$ cat config.mk
export PLATFORM = sky130hd
export DESIGN_NAME = alu_pipe_exec
export DESIGN_NICKNAME = d
export VERILOG_FILES = /design/src/rtl/alu_pipe_pkg.sv /design/src/rtl/alu_pipe_core.sv /design/src/rtl/alu_pipe_exec.sv
export SDC_FILE = /design/constraint.sdc
export NUM_CORES = 2
export LEC_CHECK = 0
export ABC_AREA = 0
export CORE_ASPECT_RATIO = 0.6
export CORE_MARGIN = 1
export CORE_UTILIZATION = 55
export DETAILED_ROUTE_END_ITERATION = 8
export GPL_TIMING_DRIVEN = 0
export PLACE_DENSITY = 0.7
export SYNTH_ARGS = -nofsm -noshare
export SYNTH_HDL_FRONTEND = slang
export SYNTH_HIERARCHICAL = 1
export SYNTH_SLANG_ARGS = --single-unit
$ cat constraint.sdc
create_clock -name clk -period 23.4 [get_ports clk]
set_input_delay 4.68 -clock clk [delete_from_list [all_inputs] [get_ports clk]]
set_output_delay 4.68 -clock clk [all_outputs]
set_load 0.02 [all_outputs]
$ cat src/rtl/alu_pipe_pkg.sv
// alu_pipe_pkg: shared definitions for the pipelined ALU.
//   - op_t and opcode constants OP_NOP..OP_MOV (4-bit opcode field)
//   - PSW bit positions within the 3-bit {N, Z, C} status word
package alu_pipe_pkg;

    typedef logic [3:0] op_t;

    localparam op_t OP_NOP = 4'd0;
    localparam op_t OP_ADD = 4'd1;
    localparam op_t OP_SUB = 4'd2;
    localparam op_t OP_AND = 4'd3;
    localparam op_t OP_OR  = 4'd4;
    localparam op_t OP_XOR = 4'd5;
    localparam op_t OP_NOT = 4'd6;
    localparam op_t OP_SHL = 4'd7;
    localparam op_t OP_SHR = 4'd8;
    localparam op_t OP_SAR = 4'd9;
    localparam op_t OP_ROL = 4'd10;
    localparam op_t OP_ROR = 4'd11;
    localparam op_t OP_ADC = 4'd12;
    localparam op_t OP_SBB = 4'd13;
    localparam op_t OP_CMP = 4'd14;
    localparam op_t OP_MOV = 4'd15;

    localparam int unsigned PSW_N = 2;
    localparam int unsigned PSW_Z = 1;
    localparam int unsigned PSW_C = 0;

endpackage

$ cat src/rtl/alu_pipe_core.sv
// alu_pipe_core: purely combinational ALU datapath.
//   op      - opcode
//   a, b    - operands (src1, src2)
//   shamt   - immediate shift/rotate amount (taken modulo WIDTH)
//   cin     - carry/borrow in for ADC/SBB
//   result  - WIDTH-bit result
//   n, z, c - flags derived from this operation
//   c_upd   - high when this op defines a new carry flag
//   wr_en   - high when the result is written to the register file
module alu_pipe_core
    import alu_pipe_pkg::*;
#(
    parameter int unsigned WIDTH = 16,
    parameter int unsigned AW    = 4
) (
    input  op_t              op,
    input  logic [WIDTH-1:0] a,
    input  logic [WIDTH-1:0] b,
    input  logic [AW-1:0]    shamt,
    input  logic             cin,
    output logic [WIDTH-1:0] result,
    output logic             n,
    output logic             z,
    output logic             c,
    output logic             c_upd,
    output logic             wr_en
);

    logic [31:0]    w_sh;
    logic [WIDTH:0] w_cin_ext;

    assign w_sh      = 32'(shamt) % 32'(WIDTH);
    assign w_cin_ext = {{WIDTH{1'b0}}, cin};

    always_comb begin
        result = '0;
        c      = 1'b0;
        c_upd  = 1'b0;
        case (op)
            OP_ADD: begin
                {c, result} = {1'b0, a} + {1'b0, b};
                c_upd       = 1'b1;
            end
            OP_ADC: begin
                {c, result} = {1'b0, a} + {1'b0, b} + w_cin_ext;
                c_upd       = 1'b1;
            end
            // Top bit of the (WIDTH+1)-bit difference is the unsigned borrow.
            OP_SUB, OP_CMP: begin
                {c, result} = {1'b0, a} - {1'b0, b};
                c_upd       = 1'b1;
            end
            OP_SBB: begin
                {c, result} = {1'b0, a} - {1'b0, b} - w_cin_ext;
                c_upd       = 1'b1;
            end
            OP_AND: result = a & b;
            OP_OR:  result = a | b;
            OP_XOR: result = a ^ b;
            OP_NOT: result = ~a;
            OP_MOV: result = a;
            // Extra guard bit catches the last bit shifted out; zero for amount 0.
            OP_SHL: begin
                {c, result} = {1'b0, a} << w_sh;
                c_upd       = 1'b1;
            end
            OP_SHR: begin
                {result, c} = {a, 1'b0} >> w_sh;
                c_upd       = 1'b1;
            end
            OP_SAR: begin
                {result, c} = $signed({a, 1'b0}) >>> w_sh;
                c_upd       = 1'b1;
            end
            // A shift by WIDTH yields zero, so amount 0 rotates to a unchanged.
            OP_ROL: result = (a << w_sh) | (a >> (32'(WIDTH) - w_sh));
            OP_ROR: result = (a >> w_sh) | (a << (32'(WIDTH) - w_sh));
            default: begin
                result = '0;
                c      = 1'b0;
                c_upd  = 1'b0;
            end
        endcase
    end

    assign n     = result[WIDTH-1];
    assign z     = (result == '0);
    assign wr_en = (op != OP_NOP) && (op != OP_CMP);

endmodule

$ cat src/rtl/alu_pipe_exec.sv
// alu_pipe_exec: 2-stage pipelined ALU with its own register file and PSW.
//   clk, rst            - clock, asynchronous active-high reset
//   instr_valid/ready   - instruction handshake; instr = {op, td, src1, src2}
//   ld_en/addr/data     - host register load (blocks instruction accept)
//   rd_addr/rd_data     - combinational debug read of the register file
//   res_valid/ready     - result handshake; res_data/res_addr = value/destination
//   psw                 - {N, Z, C}
// Stage X holds the accepted instruction with operands already read; the ALU
// evaluates from X and its result lands in the output register (stage O),
// the register file and the PSW on the same edge.
module alu_pipe_exec
    import alu_pipe_pkg::*;
#(
    parameter  int unsigned WIDTH = 16,
    parameter  int unsigned AW    = 4,
    localparam int unsigned IW    = 4 + 3 * AW
) (
    input  logic             clk,
    input  logic             rst,
    input  logic             instr_valid,
    output logic             instr_ready,
    input  logic [IW-1:0]    instr,
    input  logic             ld_en,
    input  logic [AW-1:0]    ld_addr,
    input  logic [WIDTH-1:0] ld_data,
    input  logic [AW-1:0]    rd_addr,
    output logic [WIDTH-1:0] rd_data,
    output logic             res_valid,
    input  logic             res_ready,
    output logic [WIDTH-1:0] res_data,
    output logic [AW-1:0]    res_addr,
    output logic [2:0]       psw
);

    localparam int unsigned DEPTH = 2 ** AW;

    logic [WIDTH-1:0] r_regs [DEPTH];
    logic [2:0]       r_psw;

    logic             r_x_valid;
    op_t              r_x_op;
    logic [AW-1:0]    r_x_td;
    logic [WIDTH-1:0] r_x_a;
    logic [WIDTH-1:0] r_x_b;
    logic [AW-1:0]    r_x_sh;

    logic             r_res_valid;
    logic [WIDTH-1:0] r_res_data;
    logic [AW-1:0]    r_res_addr;

    op_t              w_op;
    logic [AW-1:0]    w_td;
    logic [AW-1:0]    w_src1;
    logic [AW-1:0]    w_src2;
    logic             w_o_stall;
    logic             w_x_adv;
    logic             w_x_res;
    logic             w_accept;
    logic             w_wb;
    logic [WIDTH-1:0] w_opa;
    logic [WIDTH-1:0] w_opb;

    logic [WIDTH-1:0] w_result;
    logic             w_n;
    logic             w_z;
    logic             w_c;
    logic             w_c_upd;
    logic             w_wr_en;

    assign w_op   = instr[IW-1 -: 4];
    assign w_td   = instr[3*AW-1 -: AW];
    assign w_src1 = instr[2*AW-1 -: AW];
    assign w_src2 = instr[AW-1:0];

    assign w_o_stall   = r_res_valid && !res_ready;
    assign w_x_adv     = r_x_valid && !w_o_stall;
    assign w_x_res     = (r_x_op != OP_NOP);
    assign w_wb        = w_x_adv && w_wr_en;
    assign instr_ready = !ld_en && !(r_x_valid && w_o_stall);
    assign w_accept    = instr_valid && instr_ready;

    // Bypass the writeback that lands on the same edge as this accept.
    assign w_opa = (w_wb && (r_x_td == w_src1)) ? w_result : r_regs[w_src1];
    assign w_opb = (w_wb && (r_x_td == w_src2)) ? w_result : r_regs[w_src2];

    // Carry-in comes from the live PSW: any older instruction has already
    // retired into it by the time this one evaluates.
    alu_pipe_core #(
        .WIDTH (WIDTH),
        .AW    (AW)
    ) u_core (
        .op     (r_x_op),
        .a      (r_x_a),
        .b      (r_x_b),
        .shamt  (r_x_sh),
        .cin    (r_psw[PSW_C]),
        .result (w_result),
        .n      (w_n),
        .z      (w_z),
        .c      (w_c),
        .c_upd  (w_c_upd),
        .wr_en  (w_wr_en)
    );

    // Register file: writeback is assigned last so it wins over a host load.
    always_ff @(posedge clk or posedge rst) begin
        if (rst) begin
            for (int unsigned i = 0; i < DEPTH; i++) begin
                r_regs[i] <= '0;
            end
        end else begin
            if (ld_en) begin
                r_regs[ld_addr] <= ld_data;
            end
            if (w_wb) begin
                r_regs[r_x_td] <= w_result;
            end
        end
    end

    // Stage X
    always_ff @(posedge clk or posedge rst) begin
        if (rst) begin
            r_x_valid <= 1'b0;
            r_x_op    <= OP_NOP;
            r_x_td    <= '0;
            r_x_a     <= '0;
            r_x_b     <= '0;
            r_x_sh    <= '0;
        end else if (w_accept) begin
            r_x_valid <= 1'b1;
            r_x_op    <= w_op;
            r_x_td    <= w_td;
            r_x_a     <= w_opa;
            r_x_b     <= w_opb;
            r_x_sh    <= w_src2;
        end else if (w_x_adv) begin
            r_x_valid <= 1'b0;
        end
    end

    // Stage O and PSW
    always_ff @(posedge clk or posedge rst) begin
        if (rst) begin
            r_res_valid <= 1'b0;
            r_res_data  <= '0;
            r_res_addr  <= '0;
            r_psw       <= 3'b000;
        end else begin
            if (!w_o_stall) begin
                r_res_valid <= w_x_adv && w_x_res;
                if (w_x_adv && w_x_res) begin
                    r_res_data <= w_result;
                    r_res_addr <= r_x_td;
                end
            end
            if (w_x_adv && w_x_res) begin
                r_psw[PSW_N] <= w_n;
                r_psw[PSW_Z] <= w_z;
                if (w_c_upd) begin
                    r_psw[PSW_C] <= w_c;
                end
            end
        end
    end

    assign rd_data   = r_regs[rd_addr];
    assign res_valid = r_res_valid;
    assign res_data  = r_res_data;
    assign res_addr  = r_res_addr;
    assign psw       = r_psw;

endmodule

Word level (Yosys, flattened, before mapping)
Index checks and enable logic that the tools add are counted.
{"block": "word_totals", "reg_bits": 325, "in_bits": 45, "out_inout_bits": 41, "elab_cells": 123}
{"block": "op_classes", "shifts": 7, "n_bitwise": 12, "eq_ne": 18, "n_reduce_logical": 23, "add_sub_neg": 5, "n_lt_le_gt_ge": 7, "muxes": 24}
{"operator": "$bwmux W256", "n": 2}
{"operator": "$mux W256", "n": 2}
{"operator": "$pmux W16 S14", "n": 1}
{"operator": "$bmux W16 S4", "n": 3}
{"operator": "$mux W16", "n": 10}
{"operator": "$demux W16 S4", "n": 2}
{"operator": "$or A16 B16 Y16", "n": 3}
{"operator": "$eq A4 B4 Y1 const B", "n": 8}
{"operator": "$shl A16 B32 Y16", "n": 1}
{"operator": "$shr A16 B32 Y16", "n": 1}
{"operator": "$ge A5 B5 Y1 const B", "n": 5}
{"operator": "$not A4 Y5", "n": 5}
{"operator": "$add A16 B16 Y17", "n": 1}
{"operator": "$add A17 B1 Y17", "n": 1}
{"operator": "$shl A16 B4 Y17", "n": 1}
{"operator": "$shr A17 B4 Y17", "n": 1}
{"operator": "$sshr A17 B4 Y17", "n": 1}
{"operator": "$sub A16 B16 Y17", "n": 1}
{"operator": "$sub A17 B1 Y17", "n": 1}
{"operator": "$and A16 B16 Y16", "n": 1}
{"operator": "$eq A4 B3 Y1 const B", "n": 4}
{"operator": "$logic_not A16 Y1", "n": 1}
{"operator": "$not A16 Y16", "n": 1}
{"operator": "$shl A16 B4 Y16", "n": 1}
{"operator": "other kinds (18)", "n": 38}

Longest topological paths before layout
{"block": "logic_depth", "word_depth": 9, "depth_mapped": 21, "ltp_nobuf": 17}

Cells and area by module
Netlist, hierarchy kept.
{"mod": "alu_pipe_exec", "n_inst": 1, "area_per_inst_um2": 20855.0, "cells_each": 1534, "seq_area_each_um2": 8132.8}
{"mod": "alu_pipe_core", "n_inst": 1, "area_per_inst_um2": 7841.3, "cells_each": 1128, "seq_area_each_um2": 0.0}

Worst setup path after synthesis
Ideal clock, no wire load.
{"block": "synth_path", "path_type": "input -> output", "start": "input port rd_addr[0]", "end": "output port rd_data[0]", "path_buffers": 2, "arrival_ps": 6255, "required_ps": 18720, "path_slack_ps": 12465, "stages": 4, "path_cell_list": "buf_2 buf_2 mux4_2 mux4_2"}
{"block": "synth_via", "elab_chain_cells": 4}
{"item": "start, declared", "line": "alu_pipe_exec.sv:26", "rtl": "input logic [AW-1:0] rd_addr,"}
{"item": "$not A4 Y5 (implied by the code)", "line": "alu_pipe_exec.sv:167", "rtl": "assign rd_data = r_regs[rd_addr];"}
{"item": "$bmux W16 S4", "line": "alu_pipe_exec.sv:167"}
{"item": "$mux W16 (implied by the code) (2 in a row)", "line": "alu_pipe_exec.sv:167"}
{"item": "end, declared", "line": "alu_pipe_exec.sv:27", "rtl": "output logic [WIDTH-1:0] rd_data,"}
No other way between the ends. The select of a mux whose other input is x is not followed.

Worst setup path in the final report
{"block": "layout_path", "start": "input port rd_addr[1]", "end": "output port rd_data[10]"}
The elaborated chain is that of the path after synthesis.

==> out/metrics.yaml <==
die:
  initial_core_util_pct: 55.99
  die_h_microns: 178.9
  coreArea_sq_um: 51250
  num_rows: 64
  ios: 86
  die_area_sq_um: 53120
  chipWidth_microns: 296.9
grt:
  grt_max_degree: 123
  grtUsageTotal_pct: 50.72
  grt_pass1_vias: 26420
  antenna_found_initial: 4
  grt_first_pass_wirelength_microns: 191100
  grt.overflow.total: 0
clocking:
  clkLatencyLatePin_ps: 600
  clock-sinks: 325
  post-cts-setup-buffers: 0
  clockBufferDepth: 3
  cts-hold-fix-buffers: 0
  clk_pin_slew_ps: 70
  cts_tree: "built"
  h-tree-depth: 1
  cts_root_buf: "clkbuf_16"
  cts_resized: 0
  cts_buffers: 30
timing:
  setup_violations: 0
  fin_skew_ps: 16.16
  finalSetupTns_ps: 0
  min_period_ps: 12260
  tightestPinTransition_ps: 1509
  fin_crit_sh_pct: 52.40
  final_max_slew_viol_count: 8
  fmax_mhz: 81.56
  setup_slack_ps: 11140
  hold_viol: 0
  slew_headroom_pct: -1.347
  rsz0062_at_grt: "no"
detailed_routing:
  firstDrtPassIters: 9
  wl_per_cell_microns: 39.05
  routed_via_density: 8.064
  postRouteWirelength_microns: 136700
  postRouteAntennaNets: 0
  drt-initial-drc-count: 5286
  drc: 0
  num_vias: 28230
placed_design:
  io_buffers: 77
  hpwl_microns: 104300
  placedCellCount: 3438
  globalplace.congestion: 1.134
  pre_cts_ws_ps: 11400
worst_setup_path:
  max_stage_delay_ps: 1010
  critPathMostFrequentCell: "mux4_2"
  start_kind: "input port"
  worstPathArrival_ps: 7580
  cp_slowest_cell: "clkbuf_1"
  crit_fanout: 11
  cp_num_buf_inv: 3
  critical_path.top_delay_family: "buffers and inverters"
  cp_cell_sequence: "buf_2, clkbuf_1, mux4_2, mux4_2, clkdlybuf4s50_1"
  worstPathRequired_ps: 18720
  end_kind: "output pin"
  worstSetupPathType: "in -> out"
synth:
  yosys_warnings: 6
  synth_seq_area_share_pct: 28.34
  syn-cell-area_sq_um: 28700
  synthCells: 2662
  ys.flop_type: "dfrtp_1"
  yosys-top-cells-count: "mux2i_1, dfrtp_1, mux4_2"
  synth-edff-count: 0
  ys_ff_latch: 325
  syn_nets: 2763
  synth.top_cell.area_share_pct: 28.34
  post-synth-top-count-cell: "mux2i_1"
  async_reset_ff_share_pct: 100.0
  synth.avg_cell_area_sq_um: 10.78
  yosysTopAreaCell: "dfrtp_1"
  synthTopCellsByArea: "dfrtp_1, mux2i_1, mux4_2"
  synthDistinctLibCells: 102
power:
  total_power_w: 0.004092
  leakagePower_nw: 13.68
  powerDensity_nw_per_um2: 130.0
  peakVddDrop_uv: 115.4
layout:
  nets: 2878
  drive_above_1_share_pct: 18.00
  fin_util_pct: 61.43
  area_delta_synth_final_pct: 9.714
  n_fill_cell: 4099
  stdcell_count: 3500
status:
  violations: "max-capacitance violations, max-slew violations"
  status: "finished, violations left"
hold_path:
  hp-class: "reg -> reg"
run:
  maxCapViolCount: 2
[kinds of logic after synthesis]
| family | Yosys count | share of synthesized area (%) |
|---|---|---|
| XOR/XNOR | 49 | 1.522 |
| buffers and inverters | 337 | 5.363 |
| AND/OR/NAND/NOR | 594 | 10.80 |
| AO/OA/AOI/OAI | 474 | 12.12 |
| multiplexers | 827 | 39.37 |
| flip-flops | 325 | 28.34 |
| adder cells (fa/ha/maj) | 56 | 2.494 |
[final timing paths]
path	slack, ps	depth (start not counted)	startpoint	endpoint
max	11140	5	rd_addr[1]	rd_data[10]
min	490	2	res_data[9]$_DFFE_PP0P_	res_data[9]$_DFFE_PP0P_
max reg2reg	15530	17	r_x_sh[1]$_DFFE_PP0P_	psw[1]$_DFFE_PP0P_
min reg2reg	490	2	res_data[9]$_DFFE_PP0P_	res_data[9]$_DFFE_PP0P_
max in group asynchronous	17490	3	rst	r_x_valid$_DFFE_PP0P_
min in group asynchronous	4650	2	rst	r_regs[141]$_DFF_PP0_
[through the flow]
step | hold slack (ps) | instance area, sq um
2_1_floorplan | 440.3 | 28700
3_3_place_gp | 464.1 | 30330
3_5_place_dp | 472.6 | 30450
4_1_cts | 489.6 | 31460
5_1_grt | 520.8 | 31470
6_report | 486.6 | 31480
[metal layers]
layer / global-route usage [%] / vias up / wire (microns) / part of all wire (%)
met5: 9.707 / - / 747 / 0.55
met4: 12.82 / 14 / 5096 / 3.7
met3: 38.39 / 641 / 31190 / 23
met2: 60.77 / 3233 / 47590 / 35
met1: 68.27 / 13860 / 52040 / 38
li1: - / 10470 / - / -
[state kept, by name, summed over array words and instances, names as in the netlist]
name	flops
psw	3
r_regs	256
r_x_a	16
r_x_b	16
r_x_op	4
r_x_sh	4
r_x_td	4
r_x_valid	1
res_addr	4
res_data	16
res_valid	1
[worst register-to-register path, delay by kind of cell (launching register included)]
kind                     cells  cell delay [ps]
AND/OR/NAND/NOR              2             1070
multiplexers                 2              390
buffers and inverters        7             3420
AO/OA/AOI/OAI                5             2370
flip-flops                   1              390
adder cells (fa/ha/maj)      1              200
[power breakdown]
part / switching [W] / internal (W)
clock network: 0.000249 / 0.000284
logic: 0.00150 / 0.000947
registers: 0.000303 / 0.000807
total: 0.00205 / 0.00204
[placed cells by master (no fill, tap or decap), types with 12 or more instances in the layout]
master | synthesis | final
mux2i_1 | 559 | 559
dfrtp_1 | 325 | 325
mux4_2 | 235 | 235
nand2_1 | 189 | 189
nor2_1 | 126 | 126
clkbuf_1 | 123 | 125
buf_2 | 81 | 82
o21ai_0 | 79 | 78
clkdlybuf4s50_1 | 0 | 77
a22o_1 | 73 | 73
a21oi_1 | 59 | 59
inv_1 | 57 | 56
ha_1 | 54 | 54
o221ai_1 | 41 | 41
buf_4 | 30 | 32
nor2b_1 | 31 | 31
clkbuf_16 | 0 | 31
nand3_1 | 30 | 30
nor3_1 | 31 | 29
nand2b_1 | 27 | 27
xnor2_1 | 27 | 27
mux2_2 | 23 | 23
a211oi_1 | 23 | 23
a21o_1 | 22 | 22
xor2_1 | 21 | 21
buf_1 | 19 | 19
nor4_1 | 19 | 18
clkinv_1 | 17 | 17
nand4_1 | 17 | 17
o211ai_1 | 15 | 15
a211o_1 | 13 | 13
a31oi_1 | 12 | 12
o22ai_1 | 12 | 12
[layout make-up]
cell class / count / area (sq um) / share of cell area [%]
well taps: 693 / 867.1 / 2.754
inverters: 76 / 292.8 / 0.9299
clock inverters: 12 / 95.09 / 0.3020
multi-input cells: 2000 / 19050 / 60.50
diodes: 7 / 17.52 / 0.05564
plain buffers: 261 / 1254 / 3.982
repair buffers: 83 / 857.1 / 2.722
flip-flops and latches: 325 / 8133 / 25.83
clock buffers: 43 / 920.9 / 2.925
Note: power is estimated with default switching activity, not from simulation.
